===== config.mk =====
export PLATFORM = sky130hd
export DESIGN_NAME = regfile_wr_arbiter_flat
export DESIGN_NICKNAME = d
export VERILOG_FILES = /design/src/rtl/regfile_wr_arbiter_pkg.sv /design/src/rtl/regfile_wr_arbiter_if.sv /design/src/rtl/regfile_wr_arbiter_fifo.sv /design/src/rtl/regfile_wr_arbiter.sv /design/src/flat_wrapper.sv
export SDC_FILE = /design/constraint.sdc
export NUM_CORES = 1
export LEC_CHECK = 0
export ABC_AREA = 1
export CORE_MARGIN = 4
export CORE_UTILIZATION = 51
export CTS_BUF_LIST = sky130_fd_sc_hd__clkbuf_2 sky130_fd_sc_hd__clkbuf_4 sky130_fd_sc_hd__clkbuf_8
export DETAILED_ROUTE_END_ITERATION = 10
export PLACE_DENSITY = 0.78
export SYNTH_ARGS = -nofsm -noshare
export SYNTH_HDL_FRONTEND = slang
export SYNTH_SLANG_ARGS = --single-unit

===== constraint.sdc =====
create_clock -name clk -period 2.44 [get_ports clk]
set_input_delay 0.488 -clock clk [delete_from_list [all_inputs] [get_ports clk]]
set_output_delay 0.488 -clock clk [all_outputs]
set_load 0.02 [all_outputs]

===== src/rtl/regfile_wr_arbiter_pkg.sv =====
// Shared definitions for the register-file write-port arbiter:
// FSM state encodings, default widths/sizes and a counter-width helper.
package regfile_wr_arbiter_pkg;

    localparam int WBA_ADDR_W       = 5;
    localparam int WBA_DATA_W       = 32;
    localparam int WBA_FIFO_DEPTH   = 4;
    localparam int WBA_STARVE_LIMIT = 8;

    typedef enum logic {
        WBA_NORMAL = 1'b0,
        WBA_FORCE  = 1'b1
    } wba_state_e;

    // Width of a counter that must hold 0 .. limit-1.
    function automatic int wba_cnt_w(input int limit);
        return (limit <= 2) ? 1 : $clog2(limit);
    endfunction

endpackage


===== src/rtl/regfile_wr_arbiter_if.sv =====
// Writeback / aux-result / regfile-write bundle for regfile_wr_arbiter.
// slave = the arbiter, master = the surrounding pipeline and regfile.
interface regfile_wr_arbiter_if
    import regfile_wr_arbiter_pkg::*;
#(
    parameter int ADDR_W = WBA_ADDR_W,
    parameter int DATA_W = WBA_DATA_W
);
    logic              wb_valid;
    logic [ADDR_W-1:0] wb_addr;
    logic [DATA_W-1:0] wb_data;
    logic              aux_valid;
    logic              aux_ready;
    logic [ADDR_W-1:0] aux_addr;
    logic [DATA_W-1:0] aux_data;
    logic              wb_stall;
    logic              wr_enable;
    logic [ADDR_W-1:0] wr_addr;
    logic [DATA_W-1:0] wr_data;
    logic              busy;

    modport slave (
        input  wb_valid, wb_addr, wb_data,
        input  aux_valid, aux_addr, aux_data,
        output aux_ready, wb_stall, wr_enable, wr_addr, wr_data, busy
    );

    modport master (
        output wb_valid, wb_addr, wb_data,
        output aux_valid, aux_addr, aux_data,
        input  aux_ready, wb_stall, wr_enable, wr_addr, wr_data, busy
    );
endinterface


===== src/rtl/regfile_wr_arbiter_fifo.sv =====
// Aux result queue (wb_arb_fifo): synchronous FIFO whose entries carry a
// valid bit that can be cleared by address match (kill_en/kill_addr) so a
// newer writeback to the same register invalidates stale queued results.
// Caller guarantees push only when !full and pop only when !empty.
module regfile_wr_arbiter_fifo
    import regfile_wr_arbiter_pkg::*;
#(
    parameter int ADDR_W = WBA_ADDR_W,
    parameter int DATA_W = WBA_DATA_W,
    parameter int DEPTH  = WBA_FIFO_DEPTH
) (
    input  logic              clk,
    input  logic              reset,
    input  logic              push,
    input  logic [ADDR_W-1:0] push_addr,
    input  logic [DATA_W-1:0] push_data,
    input  logic              push_kill,
    input  logic              pop,
    input  logic              kill_en,
    input  logic [ADDR_W-1:0] kill_addr,
    output logic              full,
    output logic              empty,
    output logic              head_vld,
    output logic [ADDR_W-1:0] head_addr,
    output logic [DATA_W-1:0] head_data
);
    localparam int PTR_W = $clog2(DEPTH);
    localparam logic [PTR_W:0] CNT_FULL = (PTR_W+1)'(DEPTH);

    logic [ADDR_W-1:0] addr_q [DEPTH];
    logic [DATA_W-1:0] data_q [DEPTH];
    logic [DEPTH-1:0]  vld_q;
    logic [PTR_W-1:0]  rd_ptr;
    logic [PTR_W-1:0]  wr_ptr;
    logic [PTR_W:0]    count;

    // Pointers, occupancy and per-entry valid bits (kills land before the new entry is written).
    always_ff @(posedge clk or posedge reset) begin
        if (reset) begin
            rd_ptr <= '0;
            wr_ptr <= '0;
            count  <= '0;
            vld_q  <= '0;
        end else begin
            for (int i = 0; i < DEPTH; i++) begin
                if (kill_en && (addr_q[i] == kill_addr)) begin
                    vld_q[i] <= 1'b0;
                end
            end
            if (push) begin
                vld_q[wr_ptr] <= !push_kill;
                wr_ptr        <= wr_ptr + 1'b1;
            end
            if (pop) begin
                rd_ptr <= rd_ptr + 1'b1;
            end
            case ({push, pop})
                2'b10:   count <= count + 1'b1;
                2'b01:   count <= count - 1'b1;
                default: count <= count;
            endcase
        end
    end

    // Entry payload storage; contents are meaningless until the valid bit is set.
    always_ff @(posedge clk) begin
        if (push) begin
            addr_q[wr_ptr] <= push_addr;
            data_q[wr_ptr] <= push_data;
        end
    end

    assign full      = (count == CNT_FULL);
    assign empty     = (count == '0);
    assign head_vld  = vld_q[rd_ptr];
    assign head_addr = addr_q[rd_ptr];
    assign head_data = data_q[rd_ptr];

endmodule


===== src/rtl/regfile_wr_arbiter.sv =====
// Register-file write-port arbiter. Writeback owns the port; queued aux
// results drain in idle slots. After STARVE_LIMIT consecutive blocked
// cycles a one-cycle FORCE slot stalls writeback so the head drains.
// Writes to register 0 are consumed without asserting wr_enable.
// Optional: define WB_ARB_BYPASS_EN to let an aux result skip the empty
// queue and take an idle port in the same cycle.
module regfile_wr_arbiter
    import regfile_wr_arbiter_pkg::*;
#(
    parameter int REG_ADDR_W   = WBA_ADDR_W,
    parameter int REG_DATA_W   = WBA_DATA_W,
    parameter int FIFO_DEPTH   = WBA_FIFO_DEPTH,
    parameter int STARVE_LIMIT = WBA_STARVE_LIMIT
) (
    input  logic                clk,
    input  logic                reset,
    regfile_wr_arbiter_if.slave bus
);
    localparam int               CNT_W    = wba_cnt_w(STARVE_LIMIT);
    localparam logic [CNT_W-1:0] CNT_LAST = CNT_W'(STARVE_LIMIT - 1);

    wba_state_e          state;
    logic [CNT_W-1:0]    starve_cnt;
    logic                stall_q;
    logic                wr_enable_q;
    logic [REG_ADDR_W-1:0] wr_addr_q;
    logic [REG_DATA_W-1:0] wr_data_q;

    logic                f_empty;
    logic                f_full;
    logic                head_vld;
    logic [REG_ADDR_W-1:0] head_addr;
    logic [REG_DATA_W-1:0] head_data;

    logic                in_force;
    logic                wb_grant;
    logic                head_live;
    logic                head_killed;
    logic                head_grant;
    logic                head_drop;
    logic                head_blocked;
    logic                byp_grant;
    logic                fifo_push;
    logic                fifo_pop;
    logic                push_kill;
    logic                grant_any;
    logic [REG_ADDR_W-1:0] grant_addr;
    logic [REG_DATA_W-1:0] grant_data;

    // Port arbitration: who owns the write port this cycle and what the queue does.
    always_comb begin
        in_force     = (state == WBA_FORCE);
        wb_grant     = !in_force && bus.wb_valid;
        head_live    = !f_empty && head_vld;
        head_killed  = wb_grant && (head_addr == bus.wb_addr);
        head_grant   = head_live && (in_force || !bus.wb_valid);
        // A killed head leaves the queue without needing the port.
        head_drop    = !f_empty && !head_vld;
        head_blocked = head_live && wb_grant && !head_killed;
`ifdef WB_ARB_BYPASS_EN
        byp_grant    = !in_force && f_empty && !bus.wb_valid && bus.aux_valid;
`else
        byp_grant    = 1'b0;
`endif
        fifo_push    = bus.aux_valid && !f_full && !byp_grant;
        fifo_pop     = head_grant || head_drop;
        // An aux result arriving alongside a writeback to the same register is older.
        push_kill    = wb_grant && (bus.aux_addr == bus.wb_addr);
        grant_any    = wb_grant || head_grant || byp_grant;
        grant_addr   = bus.wb_addr;
        grant_data   = bus.wb_data;
        if (head_grant) begin
            grant_addr = head_addr;
            grant_data = head_data;
        end else if (byp_grant) begin
            grant_addr = bus.aux_addr;
            grant_data = bus.aux_data;
        end
    end

    regfile_wr_arbiter_fifo #(
        .ADDR_W (REG_ADDR_W),
        .DATA_W (REG_DATA_W),
        .DEPTH  (FIFO_DEPTH)
    ) u_fifo (
        .clk       (clk),
        .reset     (reset),
        .push      (fifo_push),
        .push_addr (bus.aux_addr),
        .push_data (bus.aux_data),
        .push_kill (push_kill),
        .pop       (fifo_pop),
        .kill_en   (wb_grant),
        .kill_addr (bus.wb_addr),
        .full      (f_full),
        .empty     (f_empty),
        .head_vld  (head_vld),
        .head_addr (head_addr),
        .head_data (head_data)
    );

    // Starvation FSM: count blocked cycles, take one FORCE slot with a registered stall.
    always_ff @(posedge clk or posedge reset) begin
        if (reset) begin
            state      <= WBA_NORMAL;
            starve_cnt <= '0;
            stall_q    <= 1'b0;
        end else begin
            case (state)
                WBA_NORMAL: begin
                    if (head_blocked) begin
                        if (starve_cnt == CNT_LAST) begin
                            state      <= WBA_FORCE;
                            starve_cnt <= '0;
                            stall_q    <= 1'b1;
                        end else begin
                            starve_cnt <= starve_cnt + 1'b1;
                            stall_q    <= 1'b0;
                        end
                    end else begin
                        starve_cnt <= '0;
                        stall_q    <= 1'b0;
                    end
                end
                WBA_FORCE: begin
                    state      <= WBA_NORMAL;
                    starve_cnt <= '0;
                    stall_q    <= 1'b0;
                end
                default: begin
                    state      <= WBA_NORMAL;
                    starve_cnt <= '0;
                    stall_q    <= 1'b0;
                end
            endcase
        end
    end

    // Registered regfile write port; register 0 is granted but never written.
    always_ff @(posedge clk or posedge reset) begin
        if (reset) begin
            wr_enable_q <= 1'b0;
            wr_addr_q   <= '0;
            wr_data_q   <= '0;
        end else begin
            wr_enable_q <= grant_any && (grant_addr != '0);
            if (grant_any) begin
                wr_addr_q <= grant_addr;
                wr_data_q <= grant_data;
            end
        end
    end

    assign bus.aux_ready = !f_full;
    assign bus.wb_stall  = stall_q;
    assign bus.wr_enable = wr_enable_q;
    assign bus.wr_addr   = wr_addr_q;
    assign bus.wr_data   = wr_data_q;
    assign bus.busy      = !f_empty || (state == WBA_FORCE);

endmodule


===== src/flat_wrapper.sv =====
// flat-port wrapper written by rule: the top's interface ports become plain ports
module regfile_wr_arbiter_flat import regfile_wr_arbiter_pkg::*;
#(
    parameter int REG_ADDR_W   = WBA_ADDR_W,
    parameter int REG_DATA_W   = WBA_DATA_W,
    parameter int FIFO_DEPTH   = WBA_FIFO_DEPTH,
    parameter int STARVE_LIMIT = WBA_STARVE_LIMIT
)
  (clk, reset, bus_wb_valid, bus_wb_addr, bus_wb_data, bus_aux_valid, bus_aux_addr, bus_aux_data, bus_aux_ready, bus_wb_stall, bus_wr_enable, bus_wr_addr, bus_wr_data, bus_busy);
  regfile_wr_arbiter_if #(.ADDR_W((5)), .DATA_W((32))) bus_i ();
  input  logic clk;
  input  logic reset;
  input wire logic [$bits(bus_i.wb_valid)-1:0] bus_wb_valid;
  input wire logic [$bits(bus_i.wb_addr)-1:0] bus_wb_addr;
  input wire logic [$bits(bus_i.wb_data)-1:0] bus_wb_data;
  input wire logic [$bits(bus_i.aux_valid)-1:0] bus_aux_valid;
  input wire logic [$bits(bus_i.aux_addr)-1:0] bus_aux_addr;
  input wire logic [$bits(bus_i.aux_data)-1:0] bus_aux_data;
  output wire logic [$bits(bus_i.aux_ready)-1:0] bus_aux_ready;
  output wire logic [$bits(bus_i.wb_stall)-1:0] bus_wb_stall;
  output wire logic [$bits(bus_i.wr_enable)-1:0] bus_wr_enable;
  output wire logic [$bits(bus_i.wr_addr)-1:0] bus_wr_addr;
  output wire logic [$bits(bus_i.wr_data)-1:0] bus_wr_data;
  output wire logic [$bits(bus_i.busy)-1:0] bus_busy;
  assign bus_i.wb_valid = bus_wb_valid;
  assign bus_i.wb_addr = bus_wb_addr;
  assign bus_i.wb_data = bus_wb_data;
  assign bus_i.aux_valid = bus_aux_valid;
  assign bus_i.aux_addr = bus_aux_addr;
  assign bus_i.aux_data = bus_aux_data;
  assign bus_aux_ready = bus_i.aux_ready;
  assign bus_wb_stall = bus_i.wb_stall;
  assign bus_wr_enable = bus_i.wr_enable;
  assign bus_wr_addr = bus_i.wr_addr;
  assign bus_wr_data = bus_i.wr_data;
  assign bus_busy = bus_i.busy;
  regfile_wr_arbiter #(.REG_ADDR_W(REG_ADDR_W), .REG_DATA_W(REG_DATA_W), .FIFO_DEPTH(FIFO_DEPTH), .STARVE_LIMIT(STARVE_LIMIT)) u_core (.clk(clk), .reset(reset), .bus(bus_i));
endmodule

Word level (Yosys, flattened, before mapping)
Memory sizes are Yosys's and may differ from the RTL's.
Index checks and enable logic that the tools add are counted.

operators by class
  add/sub/neg operators = 5
  magnitude comparators = 3
  equality and inequality tests = 10
  muxes and demuxes = 21
  bitwise operators = 1
  reductions and logical operators = 29

operators by type and width
  cell                   count
  $mux W32               1
  $eq A5 B5 Y1           6
  $logic_and A1 B1 Y1    15
  $pmux W3 S2            2
  $mux W1                10
  $logic_not A1 Y1       7
  $add A3 B1 Y3 const B  2
  $eq A3 B3 Y1 const B   2
  $lt A2 B3 Y1 const B   2
  $mux W3                2
  $mux W5                1
  $reduce_bool A5 Y1     1
  $add A2 B1 Y2 const B  2
  $bwmux W4              1
  $logic_or A1 B1 Y1     4
  $mux W4                1
  $logic_not A3 Y1       1
  $sub A3 B1 Y3 const B  1
  $bmux W1 S2            1
  $demux W1 S2           1
  $eq A2 B1 Y1 const B   1
  $eq A2 B2 Y1 const B   1
  $ge A2 B1 Y1 const B   1
  $pmux W1 S2            1
  2 further kinds        2

storage, ports and cells
  register bits after elaboration = 53
  bits in writable memories = 148
  input port bits = 78
  output and inout port bits = 41
  memories = 2

memory list
  name                  words  width  rd ports  clocked after Yosys merged registers in  write ports  line                           source
  u_core.u_fifo.data_q  4      32     1         0                                        1            regfile_wr_arbiter_fifo.sv:31  logic [DATA_W-1:0] data_q [DEPTH];
  u_core.u_fifo.addr_q  4      5      5         0                                        1            regfile_wr_arbiter_fifo.sv:30  logic [ADDR_W-1:0] addr_q [DEPTH];

Logic depth before layout (Yosys ltp)
Gate-level depths: netlist of run 1.

  depth in word-level cells = 7
  gate-level depth with buffers = 15
  gate-level depth less buffers = 14

Cells and area by module
A second synthesis of run 1 with hierarchy kept.

unflattened totals
  cell total of the unflattened synthesis = 776
  area, all modules = 8464.4 µm²

by module, submodules not included
  module                   times used  cells each  area an instance (µm²)  sequential area each (µm²)
  regfile_wr_arbiter_fifo  1           531         6436.2                  4719.5
  regfile_wr_arbiter       1           245         2028.2                  1051.0

Worst setup path after synthesis of run 1
Ideal clock, no wire load.

  kind = register -> register
  start point = register u_core.u_fifo.count[0]
  end point = memory u_core.u_fifo.addr_q[2][0] (netlist name) (enable)
  setup time = 433 ps
  arrival time = 2406 ps
  data required time = 2007 ps
  path slack = -399 ps
  cell stages (with the launch flop) = 5
  buffers on the path = 0
  clock period less this slack = 2839 ps
  cells stage by stage = dfrtp_1 > inv_1 > nand3_1 > nand2_1 > nor2_1

on the way
  longest elaborated chain between the ends = 5

ends and longest elaborated chain
  what                           line                           source
  start: declaration             regfile_wr_arbiter_fifo.sv:35  logic [PTR_W:0] count;
  start signal: assignment       regfile_wr_arbiter_fifo.sv:58  2'b10: count <= count + 1'b1;
  start signal: assignment       regfile_wr_arbiter_fifo.sv:59  2'b01: count <= count - 1'b1;
  start signal: assignment       regfile_wr_arbiter_fifo.sv:60  default: count <= count;
  $eq A3 B3 Y1                   regfile_wr_arbiter_fifo.sv:73  assign full = (count == CNT_FULL);
  $logic_not A1 Y1               -
  net bus_aux_ready              flat_wrapper.sv:19             output wire logic [$bits(bus_i.aux_ready)-1:0] bus_aux_ready;
  $logic_and A1 B1 Y1            regfile_wr_arbiter.sv:65       fifo_push = bus.aux_valid && !f_full && !byp_grant;
  $mux W1                        regfile_wr_arbiter_fifo.sv:67  if (push) begin
  $mux W1 (implied by the code)  regfile_wr_arbiter_fifo.sv:68  addr_q[wr_ptr] <= push_addr;
  end: declaration               regfile_wr_arbiter_fifo.sv:30

The timed path passes the listed nets, and every way through them passes these cells.

Worst setup path in the final report of run 1
  start point = register u_core.u_fifo.count[0]
  end point = output port bus_busy

on the way
  longest elaborated chain between the ends = 3

ends and longest elaborated chain
  what                line                           source
  $logic_not A3 Y1    regfile_wr_arbiter_fifo.sv:74  assign empty = (count == '0);
  $logic_not A1 Y1    regfile_wr_arbiter.sv:159      assign bus.busy = !f_empty || (state == WBA_FORCE);
  $logic_or A1 B1 Y1  regfile_wr_arbiter.sv:159
  end: declaration    flat_wrapper.sv:24             output wire logic [$bits(bus_i.busy)-1:0] bus_busy;

No other way between the ends.

==> results.py, run 1 <==
metrics = {
    "placed_design": {
        "io_buffers": 118,
        "hpwl_um": 12400,
        "place_congestion": 0.913,
        "detailedPlace.worstSlack_ns": 0.0869,
    },
    "clock_tree": {
        "clock-sinks": 201,
        "htree_levels": 2,
        "cts_made_buffers": 34,
        "cts.clk_slew.worst_paths_ns": 0.06,
        "cts_buffer_depth": 3,
        "cts_hold_buffers": 0,
        "clock_latency_ns": 0.50,
        "cts_tree": "yes",
        "clockRootBuffer": "clkbuf_8",
    },
    "critical_path": {
        "cp-end-kind": "output port",
        "start_kind": "flip-flop",
        "crit_path_max_fanout": 4,
        "critPathKind": "reg -> out",
        "crit_arrival_ns": 1.80,
        "required_ns": 1.95,
    },
    "global_route": {
        "grt_usage": 0.209,
        "grt_max_degree": 61,
        "grt_pass1_vias": 6060,
        "antenna_found_initial": 0,
        "overflow": 0,
        "grt_pass1_wl_um": 30400,
    },
    "timing": {
        "relSlewSlack": 0.587,
        "final.min_clock_period_ns": 2.28,
        "period_share": 0.936,
        "rsz0062_at_grt": "false",
        "finClkSkew_ns": 0.0126,
        "slew_viol_final": 0,
        "max_freq_mhz": 438,
        "setup_viol": 0,
        "worstMarginPinSlew_ns": 0.619,
        "hold_violations": 0,
        "fin_ws_ns": 0.157,
        "tns_ns": 0,
    },
    "cells_and_area": {
        "nets": 999,
        "antenna_cells": 0,
        "layout_commonest_cell": "nand2_1",
        "drive_gt1_frac": 0.106,
        "area_growth_pct": 25.9,
        "most-common-layout-cells": "nand2_1, edfxtp_1, clkdlybuf4s50_1, a21oi_1, nor2_1",
        "fin_util": 0.664,
        "fillers": 1237,
    },
    "drt": {
        "dr_total_vias": 6123,
        "drtPass1Iterations": 4,
        "ant_nets": 0,
        "wl_per_cell_um": 16.8,
        "vias_per_cell": 5.32,
        "drt_iter0_drc": 474,
        "drc": 0,
        "wirelength_um": 19300,
    },
    "logic_synthesis": {
        "synth_area_leaders": "edfxtp_1, dfrtp_1, nand2_1, a21oi_1, a31oi_1",
        "synth_warnings": 0,
        "syn_inst": 775,
        "synthFlopType": "edfxtp_1",
        "synth_fp_nets": 861,
        "syn_area_per_cell_um2": 11.0,
        "postSynth.asyncResetShare": 0.264,
        "ys_types": 35,
        "synth_largest_area_cell": "edfxtp_1",
        "ys_ff_latch": 201,
        "synth_edf_count": 148,
        "syn-cell-area_mm2": 0.00850,
        "synth.top_cell.area_share": 0.523,
        "ys_seq_area_frac": 0.679,
    },
    "die": {
        "rows": 46,
        "ios": 119,
        "die_w_um": 137,
        "initial_utilization": 0.527,
        "die_area_mm2": 0.0188,
        "coreArea_mm2": 0.0161,
        "fp.dieH_um": 137,
    },
    "power_and_ir_drop": {
        "leakage_nw": 4.16,
        "p_per_area_mw_per_mm2": 1220,
        "peakVddDrop_v": 0.000624,
    },
    "run_status": {
        "status": "completed",
    },
    "flow_run": {
        "drv_cap": 0,
    },
    "hold_path": {
        "worst_hold_path_type": "in -> async",
    },
}
## cell usage after synthesis (3+ instances only)
library cell,instances
a31oi_1,36
o22ai_1,5
clkbuf_1,13
ha_1,7
inv_2,4
nand3_1,21
buf_2,21
xnor2_1,3
buf_6,4
nor2_1,55
nand2_1,225
dfrtp_1,53
xor2_1,12
o21ai_0,39
edfxtp_1,148
a21oi_1,74
inv_1,28
## worst paths after layout
kind | from | endpoint | slack (ns) | depth (start not counted)
max | u_core.u_fifo.count[0] | bus_busy | 0.16 | 4
min | reset | u_core.bus.wr_data[3] | 0.39 | 2
max reg2reg | u_core.u_fifo.rd_ptr[0] | u_core.u_fifo.count[2] | 0.34 | 14
min reg2reg | u_core.u_fifo.count[0] | u_core.u_fifo.count[0] | 0.48 | 1
max in group asynchronous | reset | u_core.u_fifo.rd_ptr[1] | 1.46 | 3
min in group clk | u_core.u_fifo.count[0] | u_core.u_fifo.count[0] | 0.48 | 1
## sequential cells by signal, indices dropped and copies added (netlist names)
name	flops
u_core.bus.wr_data	32
u_core.u_fifo.addr_q	20
u_core.in_force	1
u_core.bus.wr_enable	1
u_core.bus.wr_addr	5
u_core.u_fifo.wr_ptr	2
u_core.starve_cnt	3
u_core.u_fifo.data_q	128
u_core.u_fifo.count	3
u_core.u_fifo.vld_q	4
u_core.u_fifo.rd_ptr	2
## cell type report
| class | instances | area, um^2 | area share |
|---|---|---|---|
| sequential | 201 | 5770 | 0.540 |
| multi-input combinational | 499 | 2400 | 0.224 |
| timing repair buffer | 143 | 1470 | 0.137 |
| clock buffer | 53 | 636 | 0.0594 |
| tap | 216 | 270 | 0.0253 |
| inverter | 34 | 128 | 0.0119 |
| clock inverter | 5 | 22.5 | 0.00211 |
## metal layers
metal | up-vias | part of all wire | wire length [um] | track usage
li1 | 2964 | - | - | -
met1 | 2926 | 0.42 | 8080 | 0.271
met2 | 204 | 0.50 | 9640 | 0.357
met3 | 29 | 0.064 | 1230 | 0.0375
met4 | 0 | 0.020 | 388 | 0.0671
met5 | - | 0 | 0 | 0
## power by group
group	switching [mW]	total [mW]	internal, mW
registers	0.383	5.06	4.67
logic	3.20	5.12	1.92
clock network	1.25	2.90	1.64
## critical path, cell delays in order (launching register included)
cell and delay [ns]:
dfrtp_1 0.39, inv_1 0.13, nand3_2 0.16, or2_2 0.29, dlygate4sd2_1 0.32
## cells by family (layout without fill, tap and decap cells)
group / after synthesis / count (layout) / synth area share
flip-flops: 201 / 201 / 0.679
adder cells (fa/ha/maj): 8 / 8 / 0.0127
AO/OA/AOI/OAI: 162 / 162 / 0.104
buffers and inverters: 75 / 235 / 0.0402
AND/OR/NAND/NOR: 314 / 314 / 0.149
XOR/XNOR: 15 / 15 / 0.0155
## metrics by stage
stage	power [mW]	instance area (um^2)	hold slack, ns	std cells
after floorplan	8.34	8500	0.437	775
after global placement	10.1	10000	0.458	1093
after detailed placement	10.3	10000	0.467	1093
after CTS	13.2	10700	0.393	1151
after global routing	13.9	10700	0.443	1151
final	13.1	10700	0.388	1151
## what timing repair did
item                                   CTS  global route
setup endpoints to repair                1             0
gates resized for setup                  2             0
endpoints found under the hold margin    0             0
buffers inserted                         0             0
Note: power is estimated with default switching activity, not from simulation.
==> inputs of run 2 (changes only) <==
--- a/config.mk
+++ b/config.mk
@@ -11,6 +11,7 @@
 export CTS_BUF_LIST = sky130_fd_sc_hd__clkbuf_2 sky130_fd_sc_hd__clkbuf_4 sky130_fd_sc_hd__clkbuf_8
 export DETAILED_ROUTE_END_ITERATION = 10
 export PLACE_DENSITY = 0.78
+export SKIP_LAST_GASP = 1
 export SYNTH_ARGS = -nofsm -noshare
 export SYNTH_HDL_FRONTEND = slang
 export SYNTH_SLANG_ARGS = --single-unit
==> results of run 2 <==
Same layout as run 1: the final DEF is identical, and so are final timing and power.
